--- src/rtl/sync_fifo_param.sv ---
// Parametrised single-clock FIFO with occupancy flags, error pulses and registered read data.
// Optional almost_full/almost_empty outputs are enabled by defining FIFO_ALMOST_FLAGS_EN.
module sync_fifo_param #(
    parameter int WIDTH     = 9,
    parameter int DEPTH     = 8,
`ifdef FIFO_ALMOST_FLAGS_EN
    parameter int AFULL_TH  = DEPTH - 2,
    parameter int AEMPTY_TH = 2,
`endif
    localparam int ADDR_W   = $clog2(DEPTH)
) (
    input  logic              i_clk,
    input  logic              i_rst_n,
    input  logic              i_clr,
    input  logic              i_wr_en,
    input  logic [WIDTH-1:0]  i_wr_data,
    input  logic              i_rd_en,
    output logic [WIDTH-1:0]  o_rd_data,
    output logic              o_rd_valid,
    output logic              o_full,
    output logic              o_empty,
    output logic [ADDR_W:0]   o_count,
    output logic              o_overflow,
    output logic              o_underflow
`ifdef FIFO_ALMOST_FLAGS_EN
    ,
    output logic              o_almost_full,
    output logic              o_almost_empty
`endif
);

    localparam logic [ADDR_W:0] PTR_ONE = {{ADDR_W{1'b0}}, 1'b1};

    logic [WIDTH-1:0] r_mem [DEPTH];
    logic [ADDR_W:0]  r_wr_ptr;
    logic [ADDR_W:0]  r_rd_ptr;
    logic             w_wr_acc;
    logic             w_rd_acc;

    // Pointers carry one extra MSB so equal indices can be told apart as full vs empty.
    assign o_empty  = (r_wr_ptr == r_rd_ptr);
    assign o_full   = (r_wr_ptr[ADDR_W-1:0] == r_rd_ptr[ADDR_W-1:0]) &&
                      (r_wr_ptr[ADDR_W] != r_rd_ptr[ADDR_W]);
    assign o_count  = r_wr_ptr - r_rd_ptr;

    assign w_wr_acc = i_wr_en && !o_full;
    assign w_rd_acc = i_rd_en && !o_empty;

    always_ff @(posedge i_clk) begin
        if (!i_clr && w_wr_acc) begin
            r_mem[r_wr_ptr[ADDR_W-1:0]] <= i_wr_data;
        end
    end

    always_ff @(posedge i_clk or negedge i_rst_n) begin
        if (!i_rst_n) begin
            r_wr_ptr    <= '0;
            r_rd_ptr    <= '0;
            o_rd_data   <= '0;
            o_rd_valid  <= 1'b0;
            o_overflow  <= 1'b0;
            o_underflow <= 1'b0;
        end else if (i_clr) begin
            // Flush keeps rd_data so the consumer never sees a spurious value change.
            r_wr_ptr    <= '0;
            r_rd_ptr    <= '0;
            o_rd_valid  <= 1'b0;
            o_overflow  <= 1'b0;
            o_underflow <= 1'b0;
        end else begin
            if (w_wr_acc) begin
                r_wr_ptr <= r_wr_ptr + PTR_ONE;
            end
            if (w_rd_acc) begin
                r_rd_ptr  <= r_rd_ptr + PTR_ONE;
                o_rd_data <= r_mem[r_rd_ptr[ADDR_W-1:0]];
            end
            o_rd_valid  <= w_rd_acc;
            o_overflow  <= i_wr_en && o_full;
            o_underflow <= i_rd_en && o_empty;
        end
    end

`ifdef FIFO_ALMOST_FLAGS_EN
    localparam logic [ADDR_W:0] AF_TH = AFULL_TH[ADDR_W:0];
    localparam logic [ADDR_W:0] AE_TH = AEMPTY_TH[ADDR_W:0];

    assign o_almost_full  = (o_count >= AF_TH);
    assign o_almost_empty = (o_count <= AE_TH);
`endif

endmodule
--- config.mk ---
export PLATFORM = sky130hd
export DESIGN_NAME = sync_fifo_param
export DESIGN_NICKNAME = d
export VERILOG_FILES = /design/src/rtl/sync_fifo_param.sv
export SDC_FILE = /design/constraint.sdc
export NUM_CORES = 1
export LEC_CHECK = 0
export BUFFER_PORTS_ARGS = -buffer_cell sky130_fd_sc_hd__buf_2
export CORE_ASPECT_RATIO = 1.2
export CORE_MARGIN = 2
export CORE_UTILIZATION = 50
export CTS_BUF_LIST = sky130_fd_sc_hd__clkbuf_4 sky130_fd_sc_hd__clkbuf_8
export DETAILED_ROUTE_END_ITERATION = 8
export HOLD_SLACK_MARGIN = 0.05
export PLACE_DENSITY = 0.69
export REMOVE_ABC_BUFFERS = 1
export SYNTH_ARGS = -nofsm -noshare
export SYNTH_HDL_FRONTEND = slang
export SYNTH_SLANG_ARGS = --single-unit
--- constraint.sdc ---
create_clock -name i_clk -period 4.9 [get_ports i_clk]
set_input_delay 0 -clock i_clk [delete_from_list [all_inputs] [get_ports i_clk]]
set_output_delay 0 -clock i_clk [all_outputs]
set_load 0.02 [all_outputs]
# Word level (Yosys, flattened, before mapping)
# Memory sizes are Yosys's and may differ from the RTL's. A register that Yosys moved wholly into a read port is not among the register bits.
# Cells that the tools add are included.
[totals]
mem_count = 1
ramBits = 72
out_inout_bits = 18
latch_bits = 0
wordCells = 35
romBits = 0
ff_bits = 11
[classes]
n_reduce_logical = 13
muxes = 9
shift = 0
n_div = 0
eq_ne = 3
n_lt_le_gt_ge = 0
multipliers = 0
n_addsub = 3
bitwise = 1
[memory_table]
columns = ["name", "words", "width", "rd", "rd_ports_with_merged_regs", "write_ports", "line_no", "text"]
rows = [
  ["r_mem", 8, 9, 1, 1, 1, "34", "logic [WIDTH-1:0] r_mem [DEPTH];"],
]
[op_table]
columns = ["operator", "n"]
rows = [
  ["$mux W4", 4],
  ["$add A4 B1 Y4 const B", 2],
  ["$logic_and A1 B1 Y1", 6],
  ["$mux W1", 5],
  ["$eq A4 B4 Y1", 1],
  ["$logic_not A1 Y1", 4],
  ["$reduce_bool A2 Y1", 2],
  ["$sub A4 B4 Y4", 1],
  ["$eq A3 B3 Y1", 1],
  ["$reduce_and A2 Y1", 1],
  ["$ne A1 B1 Y1", 1],
  ["$not A1 Y1", 1],
]

# Depth between registers and ports, before layout
# Gate-level depths: netlist (run 1).
[depth]
ltp_word = 7
mapped_depth = 8

# Least setup slack after synthesis (run 1)
# No wires, ideal clock.
[synth_timing]
path_kind = "reg2reg"
from = "reg r_rd_ptr[2]"
to = "mem r_mem[1][0] (enable)"
period_less_slack_ns = 3.050
arrival_time_ns = 2.663
path_slack_ns = 1.850
path_stages_with_launch = 8
setup_ns = 0.387
required_ns = 4.513
path_cell_list = "dfrtp_1 > clkbuf_1 > inv_1 > ha_1 > nand3_1 > o21ai_1 > or3_1 > nor3_1"
[synth_via]
elab_chain_len = 7
[synth_rtl]
columns = ["item", "line_no", "text"]
rows = [
  ["from (decl)", "36", "logic [ADDR_W:0] r_rd_ptr;"],
  ["from (signal assigned)", "75", "r_rd_ptr <= r_rd_ptr + PTR_ONE;"],
  ["$eq A3 B3 Y1", "42", "assign o_full = (r_wr_ptr[ADDR_W-1:0] == r_rd_ptr[ADDR_W-1:0]) &&"],
  ["$logic_and A1 B1 Y1", "42", ""],
  ["$logic_not A1 Y1", "46", "assign w_wr_acc = i_wr_en && !o_full;"],
  ["$logic_and A1 B1 Y1", "46", ""],
  ["$logic_and A1 B1 Y1", "50", "if (!i_clr && w_wr_acc) begin"],
  ["$mux W1", "50", ""],
  ["$mux W1 (implied by the code)", "51", "r_mem[r_wr_ptr[ADDR_W-1:0]] <= i_wr_data;"],
  ["to (decl)", "34", ""],
]
# Every way passes these cells.

# Worst setup path after layout (run 1)
[layout_timing]
from = "reg r_rd_ptr[2]"
to = "mem r_mem[7][4] (enable)"
# Same word-level chain as after synthesis.

==> results of run 1 <==
cells in the mapped netlist:
master and n:
buf_1 1, xor2_1 3, o21ai_2 1, xor2_2 1
inv_1 9, mux2i_1 11, o211ai_1 3, xnor2_2 1
nand2b_1 1, buf_2 3, nor3_1 2, edfxtp_1 72
ha_1 5, a21o_1 1, xnor2_1 4, o211ai_2 1
and3_1 3, clkbuf_1 3, mux4_2 18, o21ai_0 10
nor2_1 15, fa_1 1, nand2_1 11, a21oi_1 2
o21ai_1 1, dfrtp_1 20, or3_1 3, nand3_1 2
layer usage:
layer	up-vias	routed length [µm]	track usage (%)
li1	905	-	-
met1	960	3180	27.1
met2	50	3290	27.9
met3	8	249	2.50
met4	0	106	7.31
met5	-	0	0
registers in the layout, summed over array words and instances, names as in the netlist:
| signal | flops |
|---|---|
| o_underflow | 1 |
| o_rd_valid | 1 |
| o_overflow | 1 |
| r_mem | 72 |
| r_rd_ptr | 4 |
| r_wr_ptr | 4 |
| o_rd_data | 9 |
metrics by stage:
| stage | std cells | utilization (%) | hold WS (ns) | cell area, µm² | setup slack (ns) |
|---|---|---|---|---|---|
| 6_report | 355 | 59.6 | 0.120 | 4280 | 1.66 |
| 2_1_floorplan | 201 | - | -0.296 | 3670 | 1.69 |
| 3_5_place_dp | 326 | 55.1 | -0.0135 | 3960 | 1.71 |
| 5_1_grt | 355 | 59.6 | 0.192 | 4280 | 1.49 |
| 4_1_cts | 355 | 59.6 | 0.123 | 4280 | 1.68 |
| 3_3_place_gp | 326 | 55.1 | -0.0162 | 3960 | 1.85 |
worst max-delay path by stage:
stage	to	slack, ns
2_1_floorplan	r_mem[1][0]	1.69
3_3_place_gp	r_mem[7][8]	1.85
3_5_place_dp	r_mem[7][8]	1.71
4_1_cts	r_mem[7][7]	1.68
5_1_grt	r_mem[5][0]	1.49
6_report	r_mem[7][4]	1.66
worst reg2reg max path: cells and delay by family (launching register included):
family | cells | cell delay (ns)
DFF | 1 | 0.74
and+or+nand+nor | 3 | 1.41
buffers and inverters | 1 | 0.17
adders and majority gates | 1 | 0.35
AOI/OAI and AO/OA | 1 | 0.20
power breakdown:
part / internal [µW] / switching [µW] / leakage [µW] / total (µW)
clock: 197 / 283 / 0.0000943 / 480
sequential: 895 / 26.7 / 0.000913 / 922
combinational: 157 / 231 / 0.000559 / 389
cells by family after synthesis:
logic type / count (synthesis) / share of synthesized area (%)
flip-flops: 92 / 72.0
AND/OR/NAND/NOR: 37 / 4.37
multiplexers: 29 / 13.9
AO/OA/AOI/OAI: 19 / 3.15
buffers and inverters: 16 / 1.73
XOR/XNOR: 9 / 2.54
adder cells (fa/ha/maj): 6 / 2.23
final cells by class:
class / instances / area (µm²)
clock buffer: 9 / 124
clock inverter: 7 / 65.1
fill: 556 / 2910
inverter: 9 / 33.8
multi-input combinational: 100 / 970
sequential: 92 / 2660
tap: 90 / 113
timing repair buffer: 48 / 315
what timing repair did:
| item | CTS | global route |
|---|---|---|
| endpoints found under the hold margin | 102 | 0 |
| hold buffers | 13 | 0 |
| endpoints found under the setup margin | 0 | 0 |
==> results by group, run 1 <==
Die
  – Die Wd: ~82 µm
  – Die area: 0.00810 mm²
  – Initial Utilization: 51.4%
  – Core Region: approximately 0.007 mm²
  – # rows: 34
  – Top-level port count: 32
  – Die H: 98.2 µm

Run status
  – Status: finished, final reports clean

Timing
  – Max Slew Vio Count: 0
  – Final period util: 66.0%
  – RSZ-0062 raised after global routing: false
  – Final Hold Fails: 0
  – Final critical-path required period: about 3.2 ns
  – Clock Skew: 0.0125 ns
  – Fin Setup TNS: 0 ns
  – Fmax: about 0.31 GHz
  – Final setup fails: 0
  – Slew @ Worst Pin: 0.847 ns
  – Relative slew margins: 43.3%

GRT
  – Initial antenna violation count: 0
  – Vias in the first global route: 1942
  – GR Overflow Total: 0
  – Largest net degree at the start of global routing: 24
  – First-pass GRT wire length: ~10 mm
  – Total global-route track usage: 18.4%

CTS
  – CTS tree: done
  – Cts repair resizes: 0
  – Clk pin slew, worst setup/hold paths: 0.10 ns
  – Root Buffer: clkbuf_8
  – Setup repair bufs after CTS: 0
  – H-tree depth: 3
  – Skew-Pair Late Insertion Delay: approximately 0.36 ns
  – Longest Clk Path Bufs: 2
  – Clk sinks: 92
  – Total CTS buffers: 9

Setup path
  – Crit. Startpoint: r_rd_ptr[2]
  – Slowest Stage Delay on Critical Path: 0.74 ns
  – CP Cell Sequence: inv_1, ha_1, nand3_1, o21ai_1, or3_1, nor2_1
  – R2r startpoint: r_rd_ptr[2]
  – Buffers & Inverters on Critical Path: 1
  – Worst EP required: 4.88 ns
  – Crit path DAT: 3.22 ns
  – Worst reg2reg path depth: 6
  – Family with the most delay on the worst path: simple AND/OR/NAND/NOR gates
  – Critical-path top delay cell: dfrtp_1
  – Setup CP Type: reg2reg
  – Crit path depth: 6
  – RR Endpoint: r_mem[7][4]
  – Crit. End Element: flop
  – Worst reg2reg setup slack: roughly 1.7 ns
  – Startpoint Class: flop
  – Largest fanout on the critical path: 11

Cells and area
  – ANT cells: 0
  – Commonest non-fill, non-tap cells in the layout: edfxtp_1, buf_2, dfrtp_1
  – Final net count: 280
  – Area growth, synth to finish: 15.9%
  – Share of cells above drive strength 1: between 20% and 30%
  – Most common cell after layout, fill and taps aside: edfxtp_1

Min path
  – Hold Path Class: in2async

Yosys
  – Yosys top cell by area: edfxtp_1
  – Synth area leaders: edfxtp_1, dfrtp_1, mux4_2
  – Share of the synthesized area in the top cell type: 58.5%
  – Syn. warnings: 0
  – #FFs+latches synth: 92
  – Syn Inst Count: 208
  – Seq/Total Area, Yosys: 72.0%
  – Synth Cell Area: 0.00370 mm²
  – Syn Area/Cell: between 15 and 20 µm²
  – Unique masters post-synth: 28

Run
  – MaxCap Viol Count: 0

Route
  – Vias post-DR: 1923
  – Initial DRC Count: 124
  – ANT nets after route: 0
  – Pre-antenna DRT Iters: 4
  – DRC viols: 0
  – Routed length per instance: between 15 and 20 µm
  – Vias per cell: 5.42
  – Drt total wl: roughly 6.8 mm

Placed design
  – RePlAce Congestion: between 0.7 and 0.8
  – Post-DP HPWL: 4.52 mm
  – Port-buffer cells: 31

Power and ir drop
  – Overall Power: 1790 µW
  – Peak VDD IR: 0.219 mV
  – Leakage: 0.00157 µW
  – Cell Pwr Density: 418 mW/mm²
No activity file was read; power rests on OpenSTA's default activity.
==> run 2, diff against run 1 <==
==> constraint.sdc (replaced) <==
create_clock -name i_clk -period 3 [get_ports i_clk]
set_input_delay 0 -clock i_clk [delete_from_list [all_inputs] [get_ports i_clk]]
set_output_delay 0 -clock i_clk [all_outputs]
set_load 0.02 [all_outputs]
==> results by group, run 2 (same netlist as run 1, synthesis figures left out) <==
Setup path
  – Setup CP Type: reg2reg
  – Largest fanout on the critical path: 8 (-3)
  – Startpoint Class: flop
  – CP Cell Sequence: ha_1, nand3_1, buf_4, o21ai_1, or3_1, nor2_1, buf_4
  – Slowest Stage Delay on Critical Path: 0.48 ns (-0.26 ns)
  – Most used cell, CP: buf_4
  – Critical-path top delay cell: dfrtp_1
  – Crit path DAT: 2.43 ns (-0.79 ns)
  – Crit. End Element: flop
  – Worst EP required: 3.07 ns (-1.81 ns)

Placed design
  – RePlAce Congestion: 0.754 (-2.1%)
  – Port-buffer cells: 31 (unchanged)
  – Post-DP HPWL: 4.37 mm (-3.3%)
  – Placed cells: 338 (+3.7%)

Route
  – Vias post-DR: 1981 (+3.0%)
  – DRC viols: 0 (unchanged)
  – Vias per cell: 5.40 (-0.35%)
  – Initial DRC Count: 153 (+23%)
  – Routed length per instance: 18.3 µm (-4.6%)
  – Pre-antenna DRT Iters: 4 (unchanged)
  – ANT nets after route: 0 (unchanged)
  – Drt total wl: 6.73 mm (-1.4%)

Timing
  – Relative slew margins: 47.4% (+4.1 points)
  – Max Slew Vio Count: 0 (unchanged)
  – Fin Setup TNS: 0 ns (unchanged)
  – Clock Skew: 0.00849 ns (-0.00405 ns)
  – Final critical-path required period: 2.36 ns (-0.873 ns)
  – Final period util: 78.7% (+13 points)
  – Fmax: 0.423 GHz (+37%)
  – Final Hold Fails: 0 (unchanged)
  – RSZ-0062 raised after global routing: false
  – Final setup fails: 0 (unchanged)
  – Slew @ Worst Pin: 0.786 ns (-0.0608 ns)

Cells and area
  – Most common cell after layout, fill and taps aside: edfxtp_1
  – Final net count: 292 (+4.3%)
  – Area growth, synth to finish: 18.1%
  – Commonest non-fill, non-tap cells in the layout: edfxtp_1, buf_2, dfrtp_1
  – Largest register FFs: 72 (unchanged)
  – Filler instances: 527 (-5.2%)
  – ANT cells: 0 (unchanged)
  – Share of cells above drive strength 1: 30.7% (+3.1 points)
  – Non-filler instance count after layout: 367 (+3.4%)

Die
  – Core Region: 0.00719 mm² (unchanged)
  – Initial Utilization: 51.4% (unchanged)
  – Die Wd: 82.5 µm (unchanged)
  – Die area: 0.00810 mm² (unchanged)
  – Top-level port count: 32 (unchanged)
  – # rows: 34 (unchanged)
  – Die H: 98.2 µm (unchanged)

Run
  – MaxCap Viol Count: 0 (unchanged)

GRT
  – Total global-route track usage: 18.3% (-0.059 points)
  – GR Layer Usage met2: 29.1% (+1.2 points)
  – First-pass GRT wire length: 10.4 mm (-0.93%)
  – Gr busiest metal: met2
  – Met3 usage: 3.33% (+0.83 points)
  – Vias in the first global route: 2026 (+4.3%)
  – Met1 usage: 24.0% (-3.1 points)
  – GR Overflow Total: 0 (unchanged)
  – Initial antenna violation count: 0 (unchanged)
  – Largest net degree at the start of global routing: 23 (-4.2%)

CTS
  – Total CTS buffers: 9 (unchanged)
  – Clk sinks: 92 (unchanged)
  – H-tree depth: 3 (unchanged)
  – Clk pin slew, worst setup/hold paths: 0.09 ns (about the same)
  – Longest Clk Path Bufs: 2 (unchanged)
  – Root Buffer: clkbuf_8
  – Skew-Pair Late Insertion Delay: 0.35 ns (about the same)
  – CTS tree: done

Power and ir drop
  – Leakage: 0.00163 µW (+4.1%)
  – Combinational share of power: 21.6% (about the same)
  – Pint: 2080 µW (+67%)
  – Sequential share of power: 52.0% (+0.5 points)
  – Peak VDD IR: 0.331 mV (+51%)
  – Net Sw Frac: 28.2% (-2.0 points)
  – Sw Pwr: 817 µW (+51%)
  – Cell Pwr Density: 664 mW/mm² (+59%)
  – Clock share of power: 26.4% (-0.4 points)

Min path
  – Hold Path Class: in2async

Run status
  – Status: finished, final reports clean
[run 2: cell types whose count changed in the layout (fill, tap and decap cells not counted), moves of 2 or more]
| cell | change |
|---|---|
| clkbuf_4 | +3 |
| buf_4 | +12 |
| inv_8 | -2 |
| clkinv_4 | -2 |
[run 2: path summary, 6_finish.rpt]
check                             start            to  slack, ns  cells past startpoint
min in group i_clk         i_wr_data[7]   r_mem[2][7]       0.44                      2
max                         r_wr_ptr[2]   r_mem[6][0]       0.64                      7
max in group asynchronous       i_rst_n  o_rd_data[3]       2.53                      2
min reg2reg                o_rd_data[3]  o_rd_data[3]       0.48                      2
max reg2reg                 r_wr_ptr[2]   r_mem[6][0]       0.64                      7
min                             i_rst_n   r_wr_ptr[3]       0.13                      2
[run 2: final cells by class]
cell class                 count  area (µm²)  area share (%)
clock buffer                  13         160            3.67
clock inverter                 3        21.3           0.487
inverter                       9        33.8           0.774
multi-input combinational    100         970            22.2
sequential                    92        2660            61.0
tap                           90         113            2.58
timing repair buffer          60         405            9.29
[run 2: power by group through the flow]
stage / clock, µW / combinational [µW] / sequential (µW)
2_1_floorplan: 0 / 292 / 1650
3_3_place_gp: 0 / 618 / 1530
3_5_place_dp: 0 / 625 / 1540
4_1_cts: 782 / 638 / 1510
5_1_grt: 835 / 691 / 1520
6_report: 767 / 625 / 1510
[run 2: per-stage QoR]
step	hold slack, ns	cell area [µm²]	total power [µW]	utilization, %	setup WS [ns]
2_1_floorplan	-0.296	3670	1950	-	-0.212
3_3_place_gp	-0.0104	4050	2150	56.4	0.738
3_5_place_dp	-0.00879	4050	2160	56.4	0.692
4_1_cts	0.142	4370	2930	60.7	0.660
5_1_grt	0.184	4370	3050	60.7	0.543
6_report	0.135	4370	2900	60.7	0.638
[run 2: repair_timing]
action | 4_1_cts | 5_1_grt
buffers inserted | 0 | 0
hold endpoints to repair | 102 | 0
hold buffers | 13 | 0
gates resized for setup | 0 | 0
[run 2: metal layers]
metal / up-vias / part of all wire (%) / wire, µm
met1: 1001 / 43 / 2880
li1: 923 / - / -
met5: - / 0 / 0
met3: 11 / 3.1 / 211
met2: 46 / 52 / 3500
met4: 0 / 2.1 / 142
[run 2: worst max-delay path: cells and delay by family, from the launching register on]
family,cells,cell delay [ns]
AO/OA/AOI/OAI,1,0.14
adder cells (fa/ha/maj),1,0.38
buffers and inverters,2,0.36
flip-flops,1,0.48
AND/OR/NAND/NOR,3,0.72
==> run 3, diff against run 2 <==
==> constraint.sdc (replaced) <==
create_clock -name i_clk -period 2.2 [get_ports i_clk]
set_input_delay 0 -clock i_clk [delete_from_list [all_inputs] [get_ports i_clk]]
set_output_delay 0 -clock i_clk [all_outputs]
set_load 0.02 [all_outputs]
==> results by group, run 3 (same netlist as run 1, synthesis figures left out) <==
Setup path
  – Startpoint Class: flop
  – R2r startpoint: r_wr_ptr[0]
  – Worst reg2reg setup slack: 0.19 ns (-0.45 ns)
  – Crit. Startpoint: r_wr_ptr[0]
  – Crit path DAT: 2.07 ns (-0.36 ns)
  – Critical-path top delay cell: dfrtp_1
  – Worst EP required: 2.26 ns (-0.81 ns)
  – Buffers & Inverters on Critical Path: 2 (unchanged)
  – Crit. End Element: flop
  – Largest fanout on the critical path: 9 (+1)
  – Setup CP Type: reg2reg
  – Family with the most delay on the worst path: simple AND/OR/NAND/NOR gates
  – Slowest Stage Delay on Critical Path: 0.40 ns (-0.08 ns)
  – CP Cell Sequence: inv_1, ha_1, nand3_1, o21ai_1, or3_4, nor3_2, buf_4

Die
  – Top-level port count: 32 (unchanged)
  – Core Region: 0.00719 mm² (unchanged)
  – # rows: 34 (unchanged)
  – Die area: 0.00810 mm² (unchanged)
  – Die H: 98.2 µm (unchanged)
  – Die Wd: 82.5 µm (unchanged)
  – Initial Utilization: 51.4% (unchanged)

CTS
  – Clk sinks: 92 (unchanged)
  – Total CTS buffers: 9 (unchanged)
  – Clk pin slew, worst setup/hold paths: 0.10 ns (about the same)
  – CTS tree: done
  – Skew-Pair Late Insertion Delay: 0.36 ns (about the same)
  – Root Buffer: clkbuf_8
  – Longest Clk Path Bufs: 2 (unchanged)
  – H-tree depth: 3 (unchanged)

Power and ir drop
  – Net Sw Frac: 29.4% (+1.2 points)
  – Clock share of power: 29.0% (+2.6 points)
  – Peak VDD IR: 0.424 mV (+28%)
  – Pint: 2940 µW (+41%)
  – Leakage: 0.00167 µW (+2.6%)
  – Sequential share of power: 49.3% (-2.7 points)
  – Cell Pwr Density: 932 mW/mm² (+40%)
  – Sw Pwr: 1220 µW (+49%)
  – Combinational share of power: 21.7% (about the same)

Cells and area
  – Final net count: 295 (+1.0%)
  – Fin area: 0.00446 mm² (+2.1%)
  – Area growth, synth to finish: 20.6%
  – Largest register FFs: 72 (unchanged)
  – Share of cells above drive strength 1: 32.9% (+2.2 points)
  – ANT cells: 0 (unchanged)
  – Most common cell after layout, fill and taps aside: edfxtp_1
  – Commonest non-fill, non-tap cells in the layout: edfxtp_1, buf_2, dfrtp_1

Placed design
  – Port-buffer cells: 31 (unchanged)
  – RePlAce Congestion: 0.816 (+8.3%)
  – Post-DP HPWL: 4.42 mm (+1.2%)
  – DP Area: 0.00407 mm² (+0.49%)

Run
  – MaxCap Viol Count: 0 (unchanged)

Route
  – Vias per cell: 5.38 (-0.31%)
  – DRC viols: 0 (unchanged)
  – Routed length per instance: 18.8 µm (+2.2%)
  – ANT nets after route: 0 (unchanged)
  – Pre-antenna DRT Iters: 5 (+1)
  – Vias post-DR: 1991 (+0.50%)
  – Drt total wl: 6.94 mm (+3.1%)
  – Initial DRC Count: 130 (-15%)

GRT
  – Largest net degree at the start of global routing: 23 (unchanged)
  – GR Overflow Total: 0 (unchanged)
  – Initial antenna violation count: 0 (unchanged)
  – First-pass GRT wire length: 10.8 mm (+3.9%)
  – Total global-route track usage: 18.8% (+0.50 points)
  – Vias in the first global route: 2036 (+0.49%)

Timing
  – Final Hold Fails: 0 (unchanged)
  – Hold slack final: 0.138 ns (+0.00333 ns)
  – Final critical-path required period: 2.01 ns (-0.355 ns)
  – RSZ-0062 raised after global routing: false
  – Slew @ Worst Pin: 0.525 ns (-0.261 ns)
  – Max Slew Vio Count: 0 (unchanged)
  – Final setup fails: 0 (unchanged)
  – Final period util: 91.2% (+13 points)
  – Relative slew margins: 65.0% (+18 points)
  – Fmax: 0.498 GHz (+18%)
  – Clock Skew: 0.0120 ns (+0.00351 ns)

Run status
  – Status: finished, final reports clean

Min path
  – Hold Path Class: in2async
## run 3: cell types whose count changed in the layout (fill, tap and decap cells not counted), moves of 2 or more
cell	previous run	this run
clkbuf_4	3	0
nor3_1	2	0
inv_8	0	3
or3_4	0	2
or3_1	3	1
## run 3: power groups by stage
stage	Combinational (µW)	Clock, µW	Sequential (µW)
2_1_floorplan	398	0	2260
3_3_place_gp	874	0	2090
3_5_place_dp	884	0	2090
4_1_cts	904	1230	2050
5_1_grt	994	1290	2070
6_report	902	1200	2050
## run 3: worst register-to-register path: stages, from the launching register on
cell	delay, ns
dfrtp_1	0.40
inv_1	0.12
ha_1	0.26
nand3_1	0.11
o21ai_1	0.10
or3_4	0.38
nor3_2	0.14
buf_4	0.22
## run 3: timing repair
action / in CTS / in global routing
setup buffers: 0 / 1
endpoints found under the setup margin: 0 / 18
endpoints found under the hold margin: 102 / 0
gates resized for setup: 0 / 6
hold buffers: 13 / 0
## run 3: stage by stage
step	total power, µW	cells	setup slack, ns	TNS [ns]	util, %
after floorplan	2650	201	-1.01	-59.39	-
after global placement	2960	339	0.227	0	56.7
after detailed placement	2970	339	0.130	0	56.7
after CTS	4190	368	0.104	0	61.5
after global routing	4350	370	0.0478	0	62.0
final	4150	370	0.193	0	62.0
## run 3: final cells by class
| class | count | area [µm²] |
|---|---|---|
| clock inverters | 7 | 90.1 |
| multi-input cells | 100 | 996 |
| fillers | 499 | 2730 |
| clock buffers | 9 | 124 |
| inverters | 9 | 33.8 |
| well taps | 90 | 113 |
| flip-flops and latches | 92 | 2660 |
| repair buffers | 63 | 438 |
## run 3: final timing paths
path                           endpoint  cells past startpoint
min in group i_clk          r_mem[7][2]                      2
min reg2reg                o_rd_data[5]                      2
max                         r_mem[1][7]                      7
min                        o_rd_data[3]                      2
max reg2reg                 r_mem[1][7]                      7
max in group asynchronous  o_rd_data[7]                      2
## run 3: per-layer routing
| layer | global-route usage [%] | vias to the layer above | wire length, µm |
|---|---|---|---|
| li1 | - | 931 | - |
| met1 | 25.8 | 1020 | 3170 |
| met2 | 29.9 | 31 | 3490 |
| met3 | 2.77 | 9 | 167 |
| met4 | 8.08 | 0 | 109 |
| met5 | 0 | - | 0 |
